[src/rtl/spi_pkg.sv]
// Shared SPI definitions: word width, bit-counter sizing and the serf state type.
package spi_pkg;

    localparam int unsigned SPI_WIDTH = 16;
    localparam int unsigned CNT_W     = 5;

    // Bit-count value that marks a complete frame, and the saturation ceiling.
    localparam logic [CNT_W-1:0] FRAME_CNT = CNT_W'(SPI_WIDTH);
    localparam logic [CNT_W-1:0] CNT_MAX   = '1;

    typedef enum logic {
        StIdle,
        StActive
    } serf_state_e;

endpackage

[src/rtl/spi_sync_edge.sv]
// Three-flop synchronizer with edge detection on the last two stages.
// The reset value is a parameter so an idle-high line comes out of reset
// without producing a spurious edge.
module spi_sync_edge #(
    parameter logic RstVal = 1'b1
) (
    input  logic clk,
    input  logic rst_n,
    input  logic din,
    output logic rise,
    output logic fall
);

    logic meta_q;
    logic sync_q;
    logic hist_q;

    // Two metastability stages followed by one history stage.
    always_ff @(posedge clk or negedge rst_n) begin
        if (!rst_n) begin
            meta_q <= RstVal;
            sync_q <= RstVal;
            hist_q <= RstVal;
        end else begin
            meta_q <= din;
            sync_q <= meta_q;
            hist_q <= sync_q;
        end
    end

    // Edge pulses, one clk wide.
    always_comb begin
        rise = sync_q & ~hist_q;
        fall = ~sync_q & hist_q;
    end

endmodule

[src/rtl/spi_serf.sv]
// SPI serf (mode 3: SCLK idles high, sample on rise, shift on fall), 16-bit frames.
// Optional feature: define SPI_SERF_ERR_EN to add the frm_err output, which flags
// frames ended with the wrong number of SCLK rises.
module spi_serf
    import spi_pkg::*;
(
    input  logic                 clk,
    input  logic                 rst_n,
    input  logic                 SS_n,
    input  logic                 SCLK,
    input  logic                 MOSI,
    output logic                 MISO,
    input  logic [SPI_WIDTH-1:0] tx_data,
    input  logic                 wrt,
    output logic [SPI_WIDTH-1:0] rx_data,
    output logic                 rdy,
`ifdef SPI_SERF_ERR_EN
    output logic                 frm_err,
`endif
    input  logic                 clr_rdy
);

    logic ss_rise, ss_fall;
    logic sclk_rise, sclk_fall;

    spi_sync_edge #(
        .RstVal (1'b1)
    ) u_ss_sync (
        .clk   (clk),
        .rst_n (rst_n),
        .din   (SS_n),
        .rise  (ss_rise),
        .fall  (ss_fall)
    );

    spi_sync_edge #(
        .RstVal (1'b1)
    ) u_sclk_sync (
        .clk   (clk),
        .rst_n (rst_n),
        .din   (SCLK),
        .rise  (sclk_rise),
        .fall  (sclk_fall)
    );

    // MOSI needs no edge detect; three stages keep it aligned with the SCLK edge pulses.
    logic mosi_meta_q, mosi_sync_q, mosi_hist_q;

    // MOSI synchronizer chain.
    always_ff @(posedge clk or negedge rst_n) begin
        if (!rst_n) begin
            mosi_meta_q <= 1'b0;
            mosi_sync_q <= 1'b0;
            mosi_hist_q <= 1'b0;
        end else begin
            mosi_meta_q <= MOSI;
            mosi_sync_q <= mosi_meta_q;
            mosi_hist_q <= mosi_sync_q;
        end
    end

    serf_state_e state_q, state_d;

    logic [SPI_WIDTH-1:0] shft_q, shft_d;
    logic [SPI_WIDTH-1:0] tx_buf_q, tx_buf_d;
    logic [SPI_WIDTH-1:0] rx_q, rx_d;
    logic [CNT_W-1:0]     bit_cnt_q, bit_cnt_d;
    logic                 mosi_smpl_q, mosi_smpl_d;
    logic                 set_pend_q, set_pend_d;
    logic                 rdy_q, rdy_d;

    logic start, sample, shift, finish;
    logic frame_ok;

    // FSM state register.
    always_ff @(posedge clk or negedge rst_n) begin
        if (!rst_n) begin
            state_q <= StIdle;
        end else begin
            state_q <= state_d;
        end
    end

    // Next-state and datapath strobes; SCLK edges only matter inside a frame.
    always_comb begin
        state_d = state_q;
        start   = 1'b0;
        sample  = 1'b0;
        shift   = 1'b0;
        finish  = 1'b0;
        case (state_q)
            StIdle: begin
                if (ss_fall) begin
                    state_d = StActive;
                    start   = 1'b1;
                end
            end
            StActive: begin
                if (ss_rise) begin
                    state_d = StIdle;
                    finish  = 1'b1;
                end else begin
                    sample = sclk_rise;
                    // The leading fall before the first rise carries no data.
                    shift  = sclk_fall && (bit_cnt_q != '0);
                end
            end
            default: state_d = StIdle;
        endcase
    end

    // Datapath next-state.
    always_comb begin
        frame_ok    = (bit_cnt_q == FRAME_CNT);
        tx_buf_d    = wrt ? tx_data : tx_buf_q;
        shft_d      = shft_q;
        bit_cnt_d   = bit_cnt_q;
        mosi_smpl_d = mosi_smpl_q;
        rx_d        = rx_q;
        if (start) begin
            // A write in the same clk as the frame start goes straight to the shifter.
            shft_d    = wrt ? tx_data : tx_buf_q;
            bit_cnt_d = '0;
        end
        if (sample) begin
            mosi_smpl_d = mosi_hist_q;
            if (bit_cnt_q != CNT_MAX) begin
                bit_cnt_d = bit_cnt_q + 1'b1;
            end
        end
        if (shift) begin
            shft_d = {shft_q[SPI_WIDTH-2:0], mosi_smpl_q};
        end
        if (finish && frame_ok) begin
            rx_d = {shft_q[SPI_WIDTH-2:0], mosi_smpl_q};
        end
        set_pend_d = finish && frame_ok;
        // Set beats clear.
        rdy_d = set_pend_q ? 1'b1 : (clr_rdy ? 1'b0 : rdy_q);
    end

    // Datapath registers.
    always_ff @(posedge clk or negedge rst_n) begin
        if (!rst_n) begin
            shft_q      <= '0;
            tx_buf_q    <= '0;
            rx_q        <= '0;
            bit_cnt_q   <= '0;
            mosi_smpl_q <= 1'b0;
            set_pend_q  <= 1'b0;
            rdy_q       <= 1'b0;
        end else begin
            shft_q      <= shft_d;
            tx_buf_q    <= tx_buf_d;
            rx_q        <= rx_d;
            bit_cnt_q   <= bit_cnt_d;
            mosi_smpl_q <= mosi_smpl_d;
            set_pend_q  <= set_pend_d;
            rdy_q       <= rdy_d;
        end
    end

`ifdef SPI_SERF_ERR_EN
    logic err_q, err_d;

    // Error flag next-state: set on a short or long frame, set beats clear.
    always_comb begin
        err_d = (finish && !frame_ok) ? 1'b1 : (clr_rdy ? 1'b0 : err_q);
    end

    // Frame error flag register.
    always_ff @(posedge clk or negedge rst_n) begin
        if (!rst_n) begin
            err_q <= 1'b0;
        end else begin
            err_q <= err_d;
        end
    end

    assign frm_err = err_q;
`endif

    assign MISO    = shft_q[SPI_WIDTH-1];
    assign rx_data = rx_q;
    assign rdy     = rdy_q;

endmodule

[config.mk]
export PLATFORM = sky130hd
export DESIGN_NAME = spi_serf
export DESIGN_NICKNAME = d
export VERILOG_FILES = /design/src/rtl/spi_pkg.sv /design/src/rtl/spi_sync_edge.sv /design/src/rtl/spi_serf.sv
export SDC_FILE = /design/constraint.sdc
export NUM_CORES = 1
export LEC_CHECK = 0
export CORE_AREA = 2 2 72 91
export DETAILED_ROUTE_END_ITERATION = 6
export DIE_AREA = 0 0 74 93
export HOLD_SLACK_MARGIN = 0.05
export PLACE_DENSITY = 0.76
export RECOVER_POWER = 50
export SLEW_MARGIN = 20
export SYNTH_ARGS = -nofsm -noshare
export SYNTH_HDL_FRONTEND = slang
export SYNTH_SLANG_ARGS = --single-unit
[constraint.sdc]
create_clock -name clk -period 1.9 [get_ports clk]
set_clock_uncertainty 0.2 [all_clocks]
set_input_delay 0.38 -clock clk [delete_from_list [all_inputs] [get_ports clk]]
set_output_delay 0.38 -clock clk [all_outputs]
set_load 0.005 [all_outputs]
== Word level (Yosys, flattened, before mapping) ==
Cells that the tools add are included.
W data, S select, Z words.

* $add $sub $neg: 1
* Eq/ne operators: 2
* Mux-type cells: 18
* Bitwise gates (word level): 9
* Reductions and logical operators: 5

{| class="wikitable"
|+ Operators by type and width
! cell !! count
|-
| $mux W16 || 3
|-
| $mux W5 || 3
|-
| $mux W1 || 11
|-
| $add A5 B1 Y5 const B || 1
|-
| $eq A5 B5 Y1 const B || 1
|-
| $ne A5 B5 Y1 const B || 1
|-
| $not A1 Y1 || 5
|-
| $reduce_bool A5 Y1 || 1
|-
| $and A1 B1 Y1 || 4
|-
| $reduce_bool A2 Y1 || 2
|-
| $logic_and A1 B1 Y1 || 2
|-
| $pmux W1 S2 || 1
|}

* Bits in registers: 66
* Input port bits: 23
* Output and inout bits: 18
* Word-level logic and storage cells: 52

== Logic depth before layout (Yosys ltp) ==
* Depth in word-level cells: 7
* Gate-level depth with buffers: 7
* Depth with buffers taken out: 6

== Hierarchy ==
A second synthesis with hierarchy kept.

* Cells, all modules: 175
* Area, all modules: 2720.1 µm²

{| class="wikitable"
|+ Modules (own cells, without submodules)
! module !! instances !! cells an instance !! area an instance (µm²) !! sequential area each (µm²)
|-
| spi_serf || 1 || 165 || 2532.4 || 1501.4
|-
| spi_sync_edge || 2 || 5 || 93.8 || 78.8
|}

== Least setup slack after synthesis ==
No wires, ideal clock.

* Kind: flip-flop to flip-flop
* From: register bit_cnt_q[0]
* To: register bit_cnt_q[0]
* Library setup time: 65 ps
* Arrival: 1849 ps
* Required time: 1635 ps
* Setup slack: -214 ps
* Cell stages (with the launch flop): 7
* Buffers on the path: 0
* Period minus slack after synthesis: 2114 ps
* Cells stage by stage: dfrtp_1 ha_1 and3_1 ha_1 or3b_2 nor3_2 mux2_2

* Longest elaborated chain between the ends: 3
* Elaborated cells on any way between the ends: 5
* Classes of those cells: add/sub: 1; eq/ne: 1; mux: 3

{| class="wikitable"
|+ Ends and longest elaborated chain
! item !! RTL line !! text
|-
| start, declared || spi_serf.sv:67 || <nowiki>logic [CNT_W-1:0] bit_cnt_q, bit_cnt_d;</nowiki>
|-
| start signal, assigned || spi_serf.sv:156 || <nowiki>bit_cnt_q <= bit_cnt_d;</nowiki>
|-
| $add A5 B1 Y5, or another cell as far along || spi_serf.sv:128 || <nowiki>bit_cnt_d = bit_cnt_q + 1'b1;</nowiki>
|-
| $mux W5 || spi_serf.sv:127 || <nowiki>if (bit_cnt_q != CNT_MAX) begin</nowiki>
|-
| $mux W5 * || spi_serf.sv:125 || <nowiki>if (sample) begin</nowiki>
|-
| net bit_cnt_d[0] || spi_serf.sv:67 ||
|}

Mark *: on every way through the listed nets, which the timed path passes. The rest lies on a longest branch.
A chain may end at the register's enable or synchronous reset.

== Final worst setup path ==
* From: register bit_cnt_q[1]
* To: register bit_cnt_q[0]

* Longest elaborated chain between the ends: 3

{| class="wikitable"
|+ Ends and longest elaborated chain
! item !! RTL line
|-
| $ne A5 B5 Y1 || spi_serf.sv:127
|-
| $mux W5 || spi_serf.sv:127
|-
| $mux W5 || spi_serf.sv:125
|-
| net bit_cnt_d[0] || spi_serf.sv:67
|}

The timed path passes the listed nets, and every way through them passes these cells.

==> results.yml <==
yosys:
  synthMuxAreaShare_pct: 28.0
  synth-compound-area-share_pct: 2.56
  ys_warn_count: 0
  synth_simple_gate_area_share_pct: 5.08
  syn_nets: 205
  synth-seq-area-share_pct: 59.6
  synthAdderAreaFrac_pct: 1.35
  synth_top_family_by_area: "multiplexers"
  ys_ff_latch: 66
  syn_area_um2: 2780
  avgSynthCellArea_um2: 15.6
  synth_xor_area_share_pct: 0
  synth_cell_types: 30
  syn_inst: 179
drt:
  wl_per_cell_um: 15.2
  vias_per_cell: 4.90
  drc: 0
  drt-initial-drc-count: 65
  ant_nets: 0
  via_count: 1628
  wirelength_mm: 5.06
  drtPass1Iterations: 4
finish:
  postLayoutCoreUtil_pct: 60.8
  fin_area_um2: 3680
  layout.cells.non_filler: 332
  drive_gt1_share_pct: 46.2
  area_growth_pct: 32.1
  diodes: 0
  finalNetCount: 268
worst_hold_path:
  hp-start: "mosi_meta_q"
  worstHoldPathType: "reg2reg"
  min_to: "mosi_sync_q"
  whs_path_depth: 0
sta:
  finalHoldViolations: 0
  final-max-slew-violation-count: 0
  min_period_over_period_pct: 107
  rsz0062_at_grt: "true"
  finalCriticalPeriod_ns: 2.04
  fin_ws_ns: -0.137
  tightest_slew_ns: 0.865
  fmax_mhz: 491
  max-slew-margin-rel_pct: 42.3
  final-setup-viol-count: 37
job:
  drv_cap: 0
critical_path:
  worstRegToRegCells: 6
  worstPathRequired_ns: 1.98
  cp.arrival_ns: 2.12
  r2r_end: "bit_cnt_q[0]"
  cp-end-kind: "register"
  rrSetupSlack_ns: -0.14
  critPathKind: "reg2reg"
  crit_path_start_kind: "register"
  path_max_fanout: 5
  r2r_start: "bit_cnt_q[1]"
power_and_ir_drop:
  p_sw_share_pct: 24.5
  power.leakage_nw: 1.64
  p_int_w: 0.00275
  seq_power_share_pct: 49.9
  p_sw_w: 0.000895
  power.density_nw_per_um2: 992
  pwr-share-clk_pct: 29.4
  total_power_w: 0.00365
  comb_power_share_pct: 20.7
  ir_drop_uv: 448
floorplanning:
  start_util_pct: 46.0
  die_w_um: 74
  rows: 32
  die_h_um: 93
  die_area_um2: 6880
  ios: 41
  core_area_um2: 6050
global_route:
  grt_usage_pct: 16.1
  grt_max_degree: 67
  grt_overflow_total: 0
  grt_pass1_vias: 1697
  grt_pass1_wl_mm: 8.14
  antenna_found_initial: 0
place:
  postPlaceCellArea_um2: 3430
  gp_congestion: 0.741
  place_inst: 312
  port_buffers: 40
  dp_hpwl_mm: 3.30
run_status:
  status: "finished with violations"
  failed_checks: "negative setup slack"
cts:
  clk_path_buf_depth: 2
  worstSkewPairLatency_ns: 0.33
  clock-sinks: 66
  htree_levels: 3
  cts_tree: "built"
  cts-root-buf: "clkbuf_8"
  clk_pin_slew_ns: 0.07
  numCtsBuffers: 9
[final cells by class]
cell class | count | area [um2]
fill | 460 | 2370
sequential | 66 | 1660
multi-input combinational | 98 | 1090
timing repair buffer | 61 | 609
clock buffer | 14 | 173
tap | 85 | 106
inverter | 6 | 22.5
clock inverter | 2 | 12.5
[worst max path at each step]
stage	cells after the start	start	end	slack, ns
after global placement	5	wrt	shft_q[12]	-0.36
after floorplan	7	bit_cnt_q[0]	shft_q[10]	-0.1
final	6	bit_cnt_q[1]	bit_cnt_q[0]	-0.14
after detailed placement	5	wrt	shft_q[12]	-0.40
after CTS	6	bit_cnt_q[1]	bit_cnt_q[0]	-0.13
after global routing	6	bit_cnt_q[0]	bit_cnt_q[3]	-0.22
[cell families (layout without fill, tap and decap cells)]
logic type	Yosys count	in the layout
DFF	66	66
adders and majority gates	3	3
AOI/OAI and AO/OA	9	9
muxes	66	66
and+or+nand+nor	20	20
buffers and inverters	15	83
[power groups by stage]
| stage | combinational (W) | clock, W | sequential, W |
|---|---|---|---|
| after CTS | 0.000758 | 0.00111 | 0.00182 |
| after detailed placement | 0.000747 | 0 | 0.00185 |
| final | 0.000756 | 0.00107 | 0.00182 |
| after floorplan | 0.000534 | 0 | 0.00179 |
| after global placement | 0.000725 | 0 | 0.00184 |
| after global routing | 0.000823 | 0.00117 | 0.00187 |
[timing repair]
item	CTS	global route
endpoints found under the setup margin	37	37
gates resized for setup	4	4
cloned	0	2
setup buffers	1	0
endpoints found under the hold margin	60	0
pin swaps	3	3
hold buffers	1	0
[per-layer routing]
layer | share of wire (%) | global-route usage, % | vias to the layer above
li1 | - | - | 775
met1 | 42 | 19.1 | 821
met2 | 53 | 26.1 | 25
met3 | 2.7 | 4.63 | 7
met4 | 1.9 | 8.03 | 0
met5 | 0 | 0 | -
[per-stage QoR]
stage / TNS, ns / setup slack (ns) / hold slack (ns)
final: -2.98 / -0.137 / 0.153
after global routing: -5.39 / -0.223 / 0.164
after CTS: -2.09 / -0.134 / 0.155
after detailed placement: -7.23 / -0.400 / 0.140
after global placement: -6.35 / -0.362 / 0.139
after floorplan: -1.38 / -0.0994 / -0.116
[flip-flops by register name, indices dropped and copies added, names as in the netlist, 5 cells and up]
name	cells
shft_q	16
rx_data	16
tx_buf_q	16
bit_cnt_q	5
[cells in the mapped netlist]
cell type | count | area (um2)
nor2_1 | 1 | 3.75
mux2_2 | 52 | 586
mux2_4 | 10 | 150
nand4_1 | 2 | 12.5
ha_1 | 3 | 37.5
o21ai_0 | 1 | 5.00
dfstp_2 | 6 | 158
nor3_2 | 1 | 10.0
buf_4 | 3 | 22.5
buf_6 | 3 | 33.8
buf_2 | 2 | 10.0
inv_1 | 6 | 22.5
a221o_1 | 2 | 20.0
dfrtp_1 | 60 | 1500
and3_1 | 1 | 6.26
or3b_2 | 1 | 8.76
nor4_1 | 2 | 12.5
nor2b_1 | 1 | 6.26
nand4b_1 | 2 | 17.5
a21o_1 | 1 | 7.51
nor3b_1 | 3 | 22.5
mux2_1 | 4 | 45.0
clkbuf_2 | 1 | 5.00
and2b_4 | 1 | 10.0
nand2b_1 | 3 | 18.8
nand2_1 | 1 | 3.75
o31ai_1 | 2 | 15.0
and4_1 | 1 | 8.76
a31oi_1 | 2 | 12.5
a2111o_1 | 1 | 11.3
[cell usage in the layout (no fill, tap or decap), types with 2 or more instances in the layout]
| master | Yosys | routed |
|---|---|---|
| mux2_1 | 4 | 4 |
| nor3b_2 | 0 | 2 |
| clkbuf_8 | 0 | 12 |
| a31oi_1 | 2 | 2 |
| inv_1 | 6 | 6 |
| mux2_4 | 10 | 11 |
| dlygate4sd3_1 | 0 | 5 |
| dfstp_2 | 6 | 5 |
| mux2_2 | 52 | 51 |
| nor4_1 | 2 | 2 |
| nand4b_1 | 2 | 2 |
| buf_12 | 0 | 2 |
| dfrtp_1 | 60 | 60 |
| nand2b_1 | 3 | 3 |
| buf_4 | 3 | 13 |
| a221o_1 | 2 | 2 |
| buf_6 | 3 | 3 |
| nand4_1 | 2 | 2 |
| clkbuf_1 | 0 | 2 |
| ha_2 | 0 | 2 |
| clkdlybuf4s50_1 | 0 | 35 |
[worst max-delay path: stages (launching register included)]
cell and delay, ns:
dfrtp_1 0.41, ha_2 0.19, and3_4 0.18, ha_4 0.16, or3b_4 0.40, nor3_4 0.24
mux2_4 0.20
(Power assumes the default switching activity.)
